<file path="config.mk">
export PLATFORM = sky130hd
export DESIGN_NAME = writeback_regfile
export DESIGN_NICKNAME = d
export VERILOG_FILES = /design/src/rtl/writeback_regfile.sv
export SDC_FILE = /design/constraint.sdc
export NUM_CORES = 2
export LEC_CHECK = 0
export CORE_ASPECT_RATIO = 1.1
export CORE_UTILIZATION = 40
export CTS_BUF_LIST = sky130_fd_sc_hd__clkbuf_4 sky130_fd_sc_hd__clkbuf_8
export CTS_CLUSTER_DIAMETER = 150
export DETAILED_ROUTE_END_ITERATION = 10
export HOLD_SLACK_MARGIN = 0.15
export PLACE_DENSITY_LB_ADDON = 0.3
export SLEW_MARGIN = 0
export SYNTH_ARGS = -nofsm -noshare
export SYNTH_HDL_FRONTEND = slang
export SYNTH_SLANG_ARGS = --single-unit
</file>
<file path="constraint.sdc">
create_clock -name clk -period 2.37 [get_ports clk]
set_input_delay 0.3555 -clock clk [delete_from_list [all_inputs] [get_ports clk]]
set_output_delay 0.3555 -clock clk [all_outputs]
set_load 0.05 [all_outputs]
</file>
<file path="src/rtl/writeback_regfile.sv">
// Writeback stage: result select, 31x32 register file with r0 hardwired to 0, and retire counter.
// Optional same-cycle write-to-read bypass when REGFILE_BYPASS_EN is defined.
module writeback_regfile #(
  parameter int COUNT_W = 32
) (
  input  logic               clk,
  input  logic               rst_n,
  input  logic               regwriteW,
  input  logic               memtoregW,
  input  logic [31:0]        rdW,
  input  logic [31:0]        aluoutW,
  input  logic [4:0]         writeregW,
  input  logic [4:0]         a1,
  input  logic [4:0]         a2,
  output logic [31:0]        rd1,
  output logic [31:0]        rd2,
  output logic [31:0]        resultW,
  output logic [COUNT_W-1:0] wbcount
);

  logic [31:0]        regs_q [31:1];
  logic [COUNT_W-1:0] wbcount_q;
  logic [COUNT_W-1:0] wbcount_d;
  logic               wr_en;

  assign resultW   = memtoregW ? rdW : aluoutW;
  // Writes to r0 are dropped entirely, including the retire count.
  assign wr_en     = regwriteW && (writeregW != 5'd0);
  assign wbcount_d = wbcount_q + COUNT_W'(1);
  assign wbcount   = wbcount_q;

  always_ff @(posedge clk or negedge rst_n) begin
    if (!rst_n) begin
      for (int i = 1; i < 32; i++) begin
        regs_q[i] <= '0;
      end
      wbcount_q <= '0;
    end else if (wr_en) begin
      regs_q[writeregW] <= resultW;
      wbcount_q         <= wbcount_d;
    end
  end

  always_comb begin
    rd1 = '0;
    if (a1 != 5'd0) begin
      rd1 = regs_q[a1];
`ifdef REGFILE_BYPASS_EN
      if (rst_n && wr_en && (a1 == writeregW)) begin
        rd1 = resultW;
      end
`endif
    end
  end

  always_comb begin
    rd2 = '0;
    if (a2 != 5'd0) begin
      rd2 = regs_q[a2];
`ifdef REGFILE_BYPASS_EN
      if (rst_n && wr_en && (a2 == writeregW)) begin
        rd2 = resultW;
      end
`endif
    end
  end

endmodule

</file>
==> reports/results.txt <==
Fin cells: 7215
Leak: 0.0286 uW
First-pass GRT wire length: 274 mm
Fin. Hold Viols: 0
Final Slew Violations: 0
Root cell of the clock tree: clkbuf_8
CP Data Arrival Time: 2.63 ns
Post-Synthesis Cell Area: 52900 sq um
RSZ-0062 raised after global routing: true
Vias in the first global route: 42400
Largest net degree at the start of global routing: 109
Most numerous cell in the Yosys netlist: dfrtp_1
Slowest CP cell: mux4_2
Layout Utilization: 50.6%
Synth area leader: dfrtp_1
Worst Max-Slew Pin Slew: 0.912 ns
Switching share of power: 31.6%
Area Growth Syn to Fin: 25.2%
Iteration-0 DRC Markers: 4405
Routability cong.: 0.865
Endpoints failing setup: 64
Ranking of synthesized cells by area: dfrtp_1 48%, mux4_2 16%, a21oi_1 5.2%
Clk network pwr share: 30.9%
Clock Skew: 0.0514 ns
Combinational Power Share: 26.7%
Number of enable flip-flop cells after synthesis: 0
Clock sink total: 1024
Worst path max stage delay: 0.50 ns
Crit path launch type: flop
Final Net Count: 5396
Die Ht: 384 um
H-tree levels: 4
Clock buffer depth: 3
Slew headroom: 39.0%
Sequential Power Share: 42.4%
Buf/Inv on CP: 2
Async SR Flop Fraction: 100%
CP Class: reg -> out
Cells along the critical path: mux4_2 > a22o_1 > o21ai_1 > buf_4 > o21ai_4 > buf_12
Pwr per Cell Area: 863 nW/um^2
WL per Instance: 25.5 um
Initial core utilization: 40.4%
Critical path's top delay family: multiplexers
Worst-path fanout max: 3
DR DRC count: 0
Pre-CTS setup slack: -0.369 ns
CTS Buf Count: 172
Synth top area share: 48.4%
Psw: 18100 uW
FILL cells: 11600
Worst-Skew Late Latency: 0.92 ns
Die area: 134000 sq um
Wirelength, routed: 184 mm
Site row count: 139
Worst vdd ir: 0.000817 V
Distinct cells, synth: 45
Total GRT Usage: 27.5%
I/O Pins: 211
Hold Worst Slack: 0.220 ns
Top cells by count, synth: 1024 x dfrtp_1, 611 x nand2_1, 552 x nor2_1
Congestion Overflow GR: 0
Final HPWL DP: 120 mm
Mean Syn Cell Area: 10.7 sq um
Fmax: 335 MHz
Initial DRT Pass Iterations: 8
Total number of vias: 42500
PortBufs: 210
Crit path required time: 2.01 ns
Maxcap violations: 0
Vias per cell: 5.89
Cell-internal power: 39100 uW
Critical Path End Type: output pin
Mapped Nets: 5029
Gate Count Post-Synth: 4945
CTS tree: yes
Die Wd: 349 um
Seq cells post-synth: 1024
Fin crit share: 126%
Clk slew on worst S/H paths: 0.06 ns
Share of layout cells above drive strength 1: 29.4%
Main synth FF type: dfrtp_1
Failing checks: negative setup slack
Final Total Pwr: 57200 uW
Antenna violations before repair: 1
Register area share after synthesis: 48.4%
Placed Instances: 6844
Worst min path class: in -> reg
Minimum clock period: 2.99 ns
Worst Setup Slack, final: -0.619 ns
Synth warn: 0
Core ar.: 131000 sq um
Post-DRT Antenna Nets: 0
Outcome: finished, violations left
[tightest hold or removal path, stage by stage]
cell	delay (ns)
buf_4	0.11
buf_12	0.22
mux2i_4	0.21
a21oi_1	0.16
[layout make-up]
type / count / area (sq um) / share of cell area, %
flip-flops and latches: 1024 / 25600 / 38.7
clock inverters: 35 / 404 / 0.610
multi-input cells: 3387 / 26300 / 39.7
inverters: 32 / 120 / 0.181
clock buffers: 277 / 3470 / 5.24
well taps: 1762 / 2200 / 3.33
repair buffers: 695 / 8110 / 12.2
diodes: 3 / 7.51 / 0.0113
[registers in the layout, summed over array words and instances (netlist names)]
signal / cells
wbcount: 32
regs_q: 992
[power groups by stage]
stage          sequential (uW)  combinational (uW)  clock, uW
2_1_floorplan            23700                9670          0
3_3_place_gp             24200               14200          0
3_5_place_dp             24400               14500          0
4_1_cts                  24100               14900      17900
5_1_grt                  24700               16500      18700
6_report                 24300               15300      17700
[placed cells by master (no fill, tap or decap), drive strengths merged, types with 6 or more instances in the layout]
cell type,n
a22oi,63
o31ai,32
o21ai,608
xnor2,21
a22o,128
mux2i,192
bufinv,7
nor2,568
o221ai,32
dfrtp,1024
inv,37
xor2,10
o22ai,32
clkdlybuf4s50,70
mux4,384
clkinv,17
nand3,17
buf,588
mux2,96
a21oi,545
clkbuf,277
nor2b,7
dlygate4sd2,32
nand2,611
and3,11
clkinvlp,6
[layer usage]
metal / part of all wire, % / track usage, % / wire length [um]
met4: 4.7 / 12.9 / 8640
met1: 39 / 35.6 / 72400
met2: 48 / 44.7 / 87700
met3: 8.3 / 5.27 / 15200
met5: 0 / 0 / 0
[worst paths after layout]
| path | start | endpoint | slack, ns | depth (start not counted) |
|---|---|---|---|---|
| min in group asynchronous | rst_n | regs_q[708] | 0.63 | 3 |
| worst min-delay path | memtoregW | regs_q[948] | 0.22 | 4 |
| worst max register to register | wbcount[10] | wbcount[25] | 0.58 | 6 |
| worst max-delay path | regs_q[844] | rd1[12] | -0.62 | 6 |
| max in group asynchronous | rst_n | regs_q[311] | 0.43 | 5 |
| worst min register to register | wbcount[31] | wbcount[31] | 0.49 | 1 |
[repair_timing]
item	CTS	global route
resized for setup	141	37
pin swaps	107	53
setup buffers	19	40
hold buffers	5	0
setup endpoints to repair	96	64
endpoints found under the hold margin	1024	0
cloned	0	0
[through the flow]
stage                     cell area (sq um)  setup TNS (ns)
after detailed placement              61300          -16.60
after global placement                61300          -16.21
after floorplan                       53200               0
after global routing                  66300          -36.23
after CTS                             65800          -35.46
final                                 66300          -32.13
[cell families after synthesis]
group           count (synthesis)  synth area share (%)
compound gates               1443                  15.3
xor+xnor                       31                 0.513
fa+ha+maj                       1                0.0236
buf+inv                       534                  4.41
flops                        1024                  48.4
mux                           672                  22.0
simple gates                 1240                  9.31
(Power assumes the default switching activity.)
